$ cat config.mk
export PLATFORM = sky130hd
export DESIGN_NAME = seq_divider
export DESIGN_NICKNAME = d
export VERILOG_FILES = /design/src/rtl/seq_divider.sv
export SDC_FILE = /design/constraint.sdc
export NUM_CORES = 1
export LEC_CHECK = 0
export CORE_ASPECT_RATIO = 2
export CORE_MARGIN = 3
export CORE_UTILIZATION = 45
export CTS_CLUSTER_SIZE = 12
export DETAILED_ROUTE_END_ITERATION = 8
export PLACE_DENSITY = 0.69
export SLEW_MARGIN = 20
export SYNTH_ARGS = -nofsm -noshare
export SYNTH_HDL_FRONTEND = slang
export SYNTH_SLANG_ARGS = --single-unit
$ cat constraint.sdc
create_clock -name clk -period 3.16 [get_ports clk]
set_clock_uncertainty 0.15 [all_clocks]
set_input_delay 0.474 -clock clk [delete_from_list [all_inputs] [get_ports clk]]
set_output_delay 0.474 -clock clk [all_outputs]
set_load 0.005 [all_outputs]
$ cat src/rtl/seq_divider.sv
// Sequential unsigned restoring divider: one quotient bit per clock, start/done handshake.
// Divide-by-zero completes immediately with an all-ones quotient and the dividend as remainder.
module seq_divider #(
  parameter int WIDTH = 5
) (
  input  logic             clk,
  input  logic             rst_n,
  input  logic             start,
  input  logic [WIDTH-1:0] dividend,
  input  logic [WIDTH-1:0] divisor,
  output logic             busy,
  output logic             done,
  output logic [WIDTH-1:0] quotient,
  output logic [WIDTH-1:0] remainder,
  output logic             div_by_zero
);

  localparam int CW = (WIDTH > 2) ? $clog2(WIDTH) : 1;

  typedef enum logic [1:0] {IDLE, CALC, DONE} state_e;

  state_e           state_q, state_d;
  logic [CW-1:0]    cnt_q, cnt_d;
  logic [WIDTH:0]   prem_q, prem_d;
  logic [WIDTH-1:0] qsh_q, qsh_d;
  logic [WIDTH-1:0] dvsr_q, dvsr_d;
  logic [WIDTH-1:0] quo_q, quo_d;
  logic [WIDTH-1:0] rem_q, rem_d;
  logic             dbz_q, dbz_d;

  // One restoring step; prem carries an extra bit so the compare cannot overflow.
  logic [WIDTH:0]   prem_sh, prem_nx;
  logic [WIDTH-1:0] qsh_nx;
  logic             fits;

  always_comb begin
    prem_sh = {prem_q[WIDTH-1:0], qsh_q[WIDTH-1]};
    fits    = (prem_sh >= {1'b0, dvsr_q});
    prem_nx = fits ? (prem_sh - {1'b0, dvsr_q}) : prem_sh;
    qsh_nx  = {qsh_q[WIDTH-2:0], fits};
  end

  always_comb begin
    // NOTE: every next-state signal gets a default first so no latch is inferred.
    state_d = state_q;
    cnt_d   = cnt_q;
    prem_d  = prem_q;
    qsh_d   = qsh_q;
    dvsr_d  = dvsr_q;
    quo_d   = quo_q;
    rem_d   = rem_q;
    dbz_d   = dbz_q;

    unique case (state_q)
      IDLE, DONE: begin
        if (start) begin
          dvsr_d = divisor;
          qsh_d  = dividend;
          prem_d = '0;
          if (divisor == '0) begin
            state_d = DONE;
            quo_d   = '1;
            rem_d   = dividend;
            dbz_d   = 1'b1;
          end else begin
            state_d = CALC;
            cnt_d   = CW'(WIDTH - 1);
          end
        end else if (state_q == DONE) begin
          state_d = IDLE;
        end
      end
      CALC: begin
        prem_d = prem_nx;
        qsh_d  = qsh_nx;
        if (cnt_q == '0) begin
          state_d = DONE;
          quo_d   = qsh_nx;
          rem_d   = prem_nx[WIDTH-1:0];
          dbz_d   = 1'b0;
        end else begin
          cnt_d = cnt_q - 1'b1;
        end
      end
      default: state_d = IDLE;
    endcase
  end

  // NOTE: sequential state uses non-blocking assignments so all registers update together.
  always_ff @(posedge clk or negedge rst_n) begin
    if (!rst_n) begin
      state_q <= IDLE;
      cnt_q   <= '0;
      prem_q  <= '0;
      qsh_q   <= '0;
      dvsr_q  <= '0;
      quo_q   <= '0;
      rem_q   <= '0;
      dbz_q   <= 1'b0;
    end else begin
      state_q <= state_d;
      cnt_q   <= cnt_d;
      prem_q  <= prem_d;
      qsh_q   <= qsh_d;
      dvsr_q  <= dvsr_d;
      quo_q   <= quo_d;
      rem_q   <= rem_d;
      dbz_q   <= dbz_d;
    end
  end

  assign busy        = (state_q == CALC);
  assign done        = (state_q == DONE);
  assign quotient    = quo_q;
  assign remainder   = rem_q;
  assign div_by_zero = dbz_q;

endmodule

### After elaboration in Yosys (flattened, before gate mapping)

Index checks and enable logic that the tools add are counted.

| storage, ports and cells | value |
|---|---|
| bits in latches | 0 |
| ROM bits | 0 |
| memory bits (writable) | 0 |
| register bits | 31 |
| memories kept | 0 |
| input bits | 13 |
| logic and storage cells | 55 |

| operators by class | value |
|---|---|
| multipliers | 0 |
| shifts and indexed selects | 0 |
| equal/unequal tests | 8 |
| reduce and logical (&&, ||, !) cells | 10 |
| mux-type cells | 26 |
| $lt $le $gt $ge | 1 |
| bitwise gates (word level) | 0 |
| div/mod/pow operators | 0 |
| $add $sub $neg | 2 |

Operators by type and width:

| operator | number |
|---|---|
| $mux W5 | 9 |
| $pmux W5 S2 | 4 |
| $mux W3 | 3 |
| $mux W2 | 4 |
| $ne A2 B2 Y1 const B | 4 |
| $reduce_and A4 Y1 | 2 |
| $ge A6 B5 Y1 | 1 |
| $pmux W3 S2 | 1 |
| $reduce_and A2 Y1 | 3 |
| $logic_not A5 Y1 | 1 |
| $sub A5 B5 Y5 | 1 |
| $pmux W2 S2 | 1 |
| $logic_not A3 Y1 | 1 |
| $mux W1 | 3 |
| $ne A3 B3 Y1 const B | 1 |
| $sub A3 B1 Y3 const B | 1 |
| $eq A2 B1 Y1 const B | 1 |
| $eq A2 B2 Y1 const B | 1 |
| $logic_not A2 Y1 | 1 |
| $ne A2 B1 Y1 const B | 1 |
| $pmux W1 S2 | 1 |
| $reduce_bool A2 Y1 | 1 |
| $reduce_or A2 Y1 | 1 |

### Longest topological paths before layout

Gate-level depths: netlist (run 1).

| depth | value |
|---|---|
| depth after elaboration | 4 |
| gate-level depth with buffers | 8 |
| gate-level depth less buffers | 8 |

### Worst setup path before layout (run 1)

Ideal clock, no wire load.

| timing path | value |
|---|---|
| path type | register -> register |
| start | register qsh_q[4] |
| end | register rem_q[2], in the netlist remainder[2] |
| slack | 956 ps |
| stages on the path, launching flop included | 9 |
| buffers on the path | 0 |
| data arrival time | 1990 ps |
| setup time | 65 ps |
| path through | dfrtp_1 -> inv_1 -> ha_1 -> inv_1 -> fa_1 -> a21o_1 -> a221oi_2 -> mux2i_1 -> o22a_1 |

| between the ends | value |
|---|---|
| cells in the longest elaborated chain, start to end | 4 |
| elaborated cells between the ends (all ways) | 5 |
| those cells by class | add/sub: 1; order compare: 1; mux: 3 |

Ends and longest elaborated chain:

| what | line | text |
|---|---|---|
| start: declaration | 25 | `logic [WIDTH-1:0] qsh_q, qsh_d;` |
| start signal: assignment | 104 | `qsh_q <= qsh_d;` |
| $sub A5 B5 Y5 / $ge A6 B5 Y1 (equally long branches) | 39, 38 |  |
| $mux W5 (*) | 39 | `prem_nx = fits ? (prem_sh - {1'b0, dvsr_q}) : prem_sh;` |
| $mux W5 (*) | 76 | `if (cnt_q == '0) begin` |
| $pmux W5 S2 (*) | 54 | `unique case (state_q)` |
| end signal: assignment | 107 | `rem_q <= rem_d;` |
| end: declaration | 28 | `logic [WIDTH-1:0] rem_q, rem_d;` |

Every way passes the cells marked *; elsewhere a longest branch is shown, timed or not. The select of a mux whose other input is x is not followed.
A chain may end at the register's enable or synchronous reset.

### Worst setup path after layout (run 1)

| timing path | value |
|---|---|
| start | register qsh_q[4] |
| end | register rem_q[4], in the netlist remainder[4] |

The elaborated chain is that of the path after synthesis.

==> impl_results.rst, run 1 <==
.. list-table::
   :header-rows: 1

   * - Metric
     - Value
   * - Run status
     - finished clean
   * - Warnings from Yosys
     - 0
   * - Number of detailed-route iterations in the first pass
     - 4
   * - Number of sinks on the clock net
     - 31
   * - Hold_buf cts
     - 0
   * - Max_slew headroom
     - 0.665
   * - Iteration-0 DRC count of the detailed router
     - 30
   * - Layout overhead on the synthesized area
     - 22.6%
   * - Post-synth top flop
     - dfrtp_1
   * - Gpl congestion
     - 0.943
   * - Number of remaining DRC errors
     - 0
   * - Worst hold path endpoint
     - cnt_q[0]
   * - Hold violation total from the final report
     - 0
   * - Leakage dissipation
     - 0.882 nW
   * - Diodes inserted
     - 0
   * - Total design power
     - 2.25 mW
   * - Via density per instance
     - 5.79
   * - IR drop worst, VDD
     - 0.700 mV
   * - CTS Buf Count
     - 5
   * - CTS Buffer Depth
     - 2
   * - TritonCTS clock tree
     - yes
   * - Total area of sequential cells
     - 776 um^2
   * - Die width
     - 48.1 um
   * - Filler-free cell count of the finished design
     - 222
   * - Endpoint arrival time on the critical path
     - 2.49 ns
   * - Global-route wire length before repair
     - 5930 um
   * - Ratio of total power to cell area
     - 1150 mW/mm^2
   * - Leading cell type in the layout, fill and taps excluded
     - dfrtp_1
   * - Vias in the first global route
     - 1337
   * - CP max FO
     - 5
   * - Part of the Yosys area used for sequential elements
     - 0.487
   * - Final critical-path share of the clock period
     - 0.778
   * - Critical Path Most Common Cell
     - inv_1
   * - Nets@finish
     - 210
   * - Synthesized area divided by synthesized cell count
     - 10.0 um^2
   * - Cell family with most CP delay
     - compound AO/OA/AOI/OAI gates
   * - Cell count after placement
     - 214
   * - Setup fix buffers added after clock tree synthesis
     - 0
   * - Finish-stage setup viols
     - 0
   * - Most frequent cells in the layout
     - dfrtp_1 (31), nand2_1 (26), clkdlybuf4s50_1 (25)
   * - Port-buffer cells
     - 25
   * - Post-Route Setup TNS
     - 0 ns
   * - Die height
     - 90.1 um
   * - Filler cell count
     - 303
   * - WS Path Type
     - reg2reg
   * - Logic depth of the worst register-to-register path
     - 8
   * - Shortest period the worst path allows
     - 2.46 ns
   * - Post-synthesis sequential element count
     - 31
   * - Hold Slack
     - 0.322 ns
   * - Worst Path Required
     - 3.19 ns
   * - Max-capacitance violation count
     - 0
   * - GR Util All Layers
     - 0.190
   * - Critical path capture point type
     - flop
   * - PostCTS Resize Cnt
     - 0
   * - Effective utilization at floorplan
     - 0.471
   * - Pin count of the biggest net entering global routing
     - 32
   * - Clock-pin slew on the worst setup and hold paths
     - 0.06 ns
   * - Maximum operating frequency
     - 407 MHz
   * - Maximum level of the CTS H-tree
     - 2
   * - Share of cells above drive strength 1
     - 0.100
   * - Combined area of the multi-input logic cells
     - 728 um^2
   * - Unrepaired setup endpoints after global routing
     - no
   * - Floorplan row count
     - 30
   * - Post-DP HPWL
     - 2720 um
   * - Number of antenna violations at the first check in global routing
     - 0
   * - Slowest stage cell on the critical path
     - a221oi_2
   * - Worst reg2reg path startpoint
     - qsh_q[4]
   * - Sum of buffers and inverters on the critical path
     - 2
   * - Number of top-level design ports
     - 26
   * - Reg2Reg Setup Slack
     - 0.70 ns
   * - Remaining number of nets flagged by the antenna check after routing
     - 0
   * - Hold depth
     - 1
   * - Number of enable-type register cells in the synthesized netlist
     - 0
   * - Final Slew Violations
     - 0
   * - DIE AREA
     - 0.00433 mm^2
   * - Min-Delay Startpoint
     - cnt_q[0]
   * - Post-synthesis instance total
     - 159
   * - Startpoint types
     - flop
   * - Chain of cells forming the critical path
     - inv_1, ha_1, inv_1, fa_1, a21o_1, a221oi_2, nand3_1, a31oi_1
   * - Master cell of the clock root buffer
     - clkbuf_8
   * - Post-synthesis cell type count
     - 41
   * - Placement Cell Area
     - 0.00187 mm^2
   * - DR WL/cell
     - 16.3 um
   * - Routed wire length
     - 3620 um
   * - HP Class
     - reg2reg
   * - Skew-Pair Late Insertion Delay
     - 0.28 ns
   * - Core Area
     - 0.00338 mm^2
   * - Number of nets in the synthesized netlist
     - 180
   * - Slew at the pin closest to its max-slew limit
     - 0.503 ns
   * - Vias
     - 1285
   * - Total standard cell area after synthesis
     - 0.00159 mm^2
   * - Post-synthesis async set-or-reset flop share
     - 1.00
   * - Reg2Reg Capture Point
     - remainder[4]
   * - Final Cell Area
     - 0.00195 mm^2
   * - Largest stage delay on the critical path
     - 0.47 ns
   * - Gr ovfl total
     - 0
[worst reg2reg max path, stage by stage (launching register included)]
cell and delay (ns):
dfrtp_1 0.40, inv_1 0.06, ha_1 0.16, inv_1 0.06, fa_1 0.43, a21o_1 0.21, a221oi_2 0.47, nand3_1 0.17
a31oi_1 0.26
[stage by stage]
| stage | setup slack, ns | utilization |
|---|---|---|
| global placement | 0.763 | 0.554 |
| detailed placement | 0.740 | 0.554 |
| floorplan | 0.956 | - |
| global route | 0.563 | 0.578 |
| finish | 0.701 | 0.578 |
| CTS | 0.746 | 0.578 |
[worst max-delay path by stage]
stage / endpoint / slack, ns / cells past startpoint / start
4_1_cts: remainder[2] / 0.75 / 8 / qsh_q[4]
5_1_grt: remainder[2] / 0.56 / 8 / qsh_q[4]
3_5_place_dp: remainder[2] / 0.74 / 6 / divisor[1]
6_report: remainder[4] / 0.70 / 8 / qsh_q[4]
3_3_place_gp: remainder[4] / 0.76 / 6 / divisor[1]
2_1_floorplan: remainder[2] / 0.96 / 8 / qsh_q[4]
[cells in the mapped netlist, drive strengths merged, types with 2 or more instances]
cell type | count | share of area
nand2b | 2 | 0.0079
nand3 | 5 | 0.016
dfrtp | 31 | 0.49
ha | 7 | 0.055
a31oi | 6 | 0.024
o211ai | 2 | 0.0094
clkbuf | 3 | 0.0071
mux2i | 3 | 0.019
inv | 10 | 0.027
a21oi | 7 | 0.027
o22a | 5 | 0.028
nand2 | 26 | 0.061
and3 | 2 | 0.0079
buf | 3 | 0.019
nor3 | 2 | 0.0063
a221oi | 2 | 0.015
o21ai | 9 | 0.028
nor2 | 12 | 0.031
nor2b | 2 | 0.0079
a21o | 4 | 0.019
[area by class of cell]
cell class,count,area share
multi-input cells,111,0.373
clock inverters,1,0.00256
clock buffers,7,0.0391
repair buffers,29,0.144
inverters,11,0.0237
flip-flops and latches,31,0.397
well taps,32,0.0205
[metal layers]
metal / vias up / wire, um / global-route usage / share of wire
met3: 13 / 122 / 0.0381 / 0.034
met5: - / 0 / 0 / 0
li1: 622 / - / - / -
met1: 610 / 1380 / 0.204 / 0.38
met4: 0 / 131 / 0.115 / 0.036
met2: 40 / 1980 / 0.312 / 0.55
[cells by family (layout without fill, tap and decap cells)]
kind of cell	after synthesis	count (layout)	synth area share
buf+inv	17	48	0.0550
flops	31	31	0.487
xor+xnor	1	1	0.00550
mux	3	3	0.0189
fa+ha+maj	8	8	0.0676
simple gates	57	57	0.173
compound gates	42	42	0.193
[where the power goes]
group	internal (mW)	switching (mW)
clock	0.154	0.140
combinational	0.580	0.658
sequential	0.594	0.122
total	1.33	0.921
[registers in the layout, indices dropped and copies added (netlist names)]
register,cells
cnt_q,3
state_q,2
remainder,5
qsh_q,5
dvsr_q,5
prem_q,5
div_by_zero,1
quotient,5
(Power assumes the default switching activity.)
==> run 2, diff against run 1 <==
--- a/config.mk
+++ b/config.mk
@@ -10,7 +10,7 @@
 export CORE_UTILIZATION = 45
 export CTS_CLUSTER_SIZE = 12
 export DETAILED_ROUTE_END_ITERATION = 8
-export PLACE_DENSITY = 0.69
+export PLACE_DENSITY = 0.72
 export SLEW_MARGIN = 20
 export SYNTH_ARGS = -nofsm -noshare
 export SYNTH_HDL_FRONTEND = slang
==> constraint.sdc (replaced) <==
create_clock -name clk -period 2.2 [get_ports clk]
set_clock_uncertainty 0.15 [all_clocks]
set_input_delay 0.33 -clock clk [delete_from_list [all_inputs] [get_ports clk]]
set_output_delay 0.33 -clock clk [all_outputs]
set_load 0.005 [all_outputs]
==> run 2 against run 1 <==
Compared with the run above: the flow now finishes with violations (negative setup slack); clock power rose by 97%; worst setup slack got worse by 0.71 ns; cell count is 6.8% higher; die area did not move; sequential power up 47%; routed wire length is 16% higher; via count rose by 11%.
==> impl_results.rst, run 2 (synthesized netlist as in run 1, its figures left out) <==
.. list-table::
   :header-rows: 1

   * - Metric
     - Value
   * - Run status
     - complete, but fails checks
   * - Violated checks
     - negative setup slack
   * - Max_slew headroom
     - 0.720
   * - Sum of buffers and inverters on the critical path
     - 2
   * - Clock-pin slew on the worst setup and hold paths
     - 0.07 ns
   * - Post-DP HPWL
     - 2980 um
   * - Die width
     - 48.1 um
   * - Number of antenna violations at the first check in global routing
     - 0
   * - Proportion of power drawn by combinational gates
     - 0.582
   * - HP Class
     - in2async
   * - Total area of sequential cells
     - 776 um^2
   * - Share of cells above drive strength 1
     - 0.224
   * - IR drop worst, VDD
     - 1.02 mV
   * - Finish-stage setup viols
     - 1
   * - Max-capacitance violation count
     - 0
   * - Floorplan row count
     - 30
   * - Nets@finish
     - 225
   * - TritonCTS clock tree
     - yes
   * - Share of power burned in the clock network
     - 0.149
   * - Setup ws final
     - -0.00901 ns
   * - CTS Buffer Depth
     - 2
   * - CP max FO
     - 3
   * - Effective utilization at floorplan
     - 0.471
   * - Startpoint types
     - flop
   * - WS Path Type
     - reg2reg
   * - Stages on worst setup path
     - 8
   * - Via density per instance
     - 6.02
   * - Port-buffer cells
     - 25
   * - Gr ovfl total
     - 0
   * - Core Area
     - 0.00338 mm^2
   * - Routed length on met2
     - 2350 um
   * - Ratio of total power to cell area
     - 1790 mW/mm^2
   * - Net switching share of the total power
     - 0.400
   * - Critical path capture point type
     - flop
   * - Seq pwr share
     - 0.269
   * - Internal Power
     - 2.34 mW
   * - Met3 WL post-DR
     - 133 um
   * - Layout overhead on the synthesized area
     - 36.9%
   * - Die height
     - 90.1 um
   * - Master cell of the clock root buffer
     - clkbuf_8
   * - Maximum level of the CTS H-tree
     - 2
   * - Iteration-0 DRC count of the detailed router
     - 42
   * - Number of sinks on the clock net
     - 31
   * - Hold Slack
     - 0.275 ns
   * - Vias
     - 1427
   * - Global-route wire length before repair
     - 6610 um
   * - Number of top-level design ports
     - 26
   * - Critical Path Most Common Cell
     - inv_2
   * - Skew-Pair Late Insertion Delay
     - 0.28 ns
   * - Slew at the pin closest to its max-slew limit
     - 0.419 ns
   * - Utilization after layout
     - 0.645
   * - Final Slew Violations
     - 0
   * - Routed wire length
     - 4180 um
   * - Shortest period the worst path allows
     - 2.21 ns
   * - GR Util All Layers
     - 0.212
   * - Leading cell type in the layout, fill and taps excluded
     - dfrtp_1
   * - Largest stage delay on the critical path
     - 0.39 ns
   * - Most frequent cells in the layout
     - dfrtp_1 (31), nand2_1 (26), clkdlybuf4s50_1 (25)
   * - Number of remaining DRC errors
     - 0
   * - Unrepaired setup endpoints after global routing
     - yes
   * - Hold violation total from the final report
     - 0
   * - Combined area of the multi-input logic cells
     - 802 um^2
   * - Pin count of the biggest net entering global routing
     - 32
   * - Filler cell count
     - 255
   * - Power dissipated by switching net loads
     - 1.56 mW
   * - Gpl congestion
     - 0.994
   * - DR WL/cell
     - 17.6 um
   * - Cell family with most CP delay
     - compound AO/OA/AOI/OAI gates
   * - Met1 WL
     - 1500 um
   * - Endpoint arrival time on the critical path
     - 2.22 ns
   * - Diodes inserted
     - 0
   * - Hold_buf cts
     - 0
   * - Number of detailed-route iterations in the first pass
     - 5
   * - Chain of cells forming the critical path
     - inv_2, ha_4, inv_2, fa_2, a21o_1, a221oi_4, mux2i_2, o211ai_1
   * - Worst Path Required
     - 2.21 ns
   * - Setup WS pre-CTS
     - -0.0732 ns
   * - Vias in the first global route
     - 1447
   * - Leakage dissipation
     - 0.977 nW
   * - Logic depth of the worst register-to-register path
     - 8
   * - Maximum operating frequency
     - 453 MHz
   * - CTS Buf Count
     - 5
   * - DIE AREA
     - 0.00433 mm^2
   * - Top layer used by detailed routing
     - met4
   * - Final critical-path share of the clock period
     - 1.00
   * - Slowest stage cell on the critical path
     - dfrtp_1
   * - Remaining number of nets flagged by the antenna check after routing
     - 0
## run 2: cell count changes in the layout (fill, tap and decap cells not counted), sizes merged
cell    before  now
clkbuf       7    6
buf          4   19
bufinv       0    1
## run 2: worst reg2reg max path: cells and delay by family (launching register included)
kind / cells / cell delay [ns]
fa+ha+maj: 2 / 0.46
buf+inv: 2 / 0.10
flops: 1 / 0.39
compound gates: 3 / 0.69
mux: 1 / 0.29
## run 2: power groups by stage
stage / registers, mW / clock network [mW] / logic (mW)
after detailed placement: 1.05 / 0 / 1.99
after global placement: 1.03 / 0 / 1.94
after global routing: 1.08 / 0.613 / 2.48
final: 1.05 / 0.580 / 2.27
after floorplan: 1.00 / 0 / 1.26
after CTS: 1.04 / 0.587 / 2.11
## run 2: timing repair
item / 4_1_cts / 5_1_grt
buffers inserted: 0 / 2
endpoints found under the setup margin: 11 / 11
gates resized for setup: 4 / 12
pin swaps: 3 / 7
## run 2: worst paths after layout
kind | start | endpoint | slack (ns)
min in group clk | cnt_q[0] | cnt_q[0] | 0.33
worst max-delay path | qsh_q[4] | remainder[1] | -0.009
worst max register to register | qsh_q[4] | remainder[1] | -0.009
worst min-delay path | rst_n | quotient[1] | 0.28
max in group asynchronous | rst_n | dvsr_q[1] | 1.33
worst min register to register | cnt_q[0] | cnt_q[0] | 0.33
## run 2: per-stage QoR
stage          cell area, um^2  power (mW)  TNS [ns]  instances
2_1_floorplan             1600        2.27         0        159
3_3_place_gp              1980        2.97   -0.0443        227
3_5_place_dp              1980        3.04    -0.263        227
4_1_cts                   2120        3.74  -0.00471        235
5_1_grt                   2180        4.17    -0.394        237
6_report                  2180        3.90  -0.00901        237
## run 2: per-layer routing
| layer | vias to the layer above | track usage |
|---|---|---|
| met4 | 0 | 0.144 |
| met5 | - | 0 |
| li1 | 653 | - |
| met2 | 40 | 0.341 |
| met1 | 712 | 0.227 |
| met3 | 22 | 0.0441 |
## run 2: layout make-up
cell class,count,area share
repair buffers,44,0.182
inverters,11,0.0213
clock inverters,2,0.0161
well taps,32,0.0184
multi-input cells,111,0.368
clock buffers,6,0.0379
flip-flops and latches,31,0.356
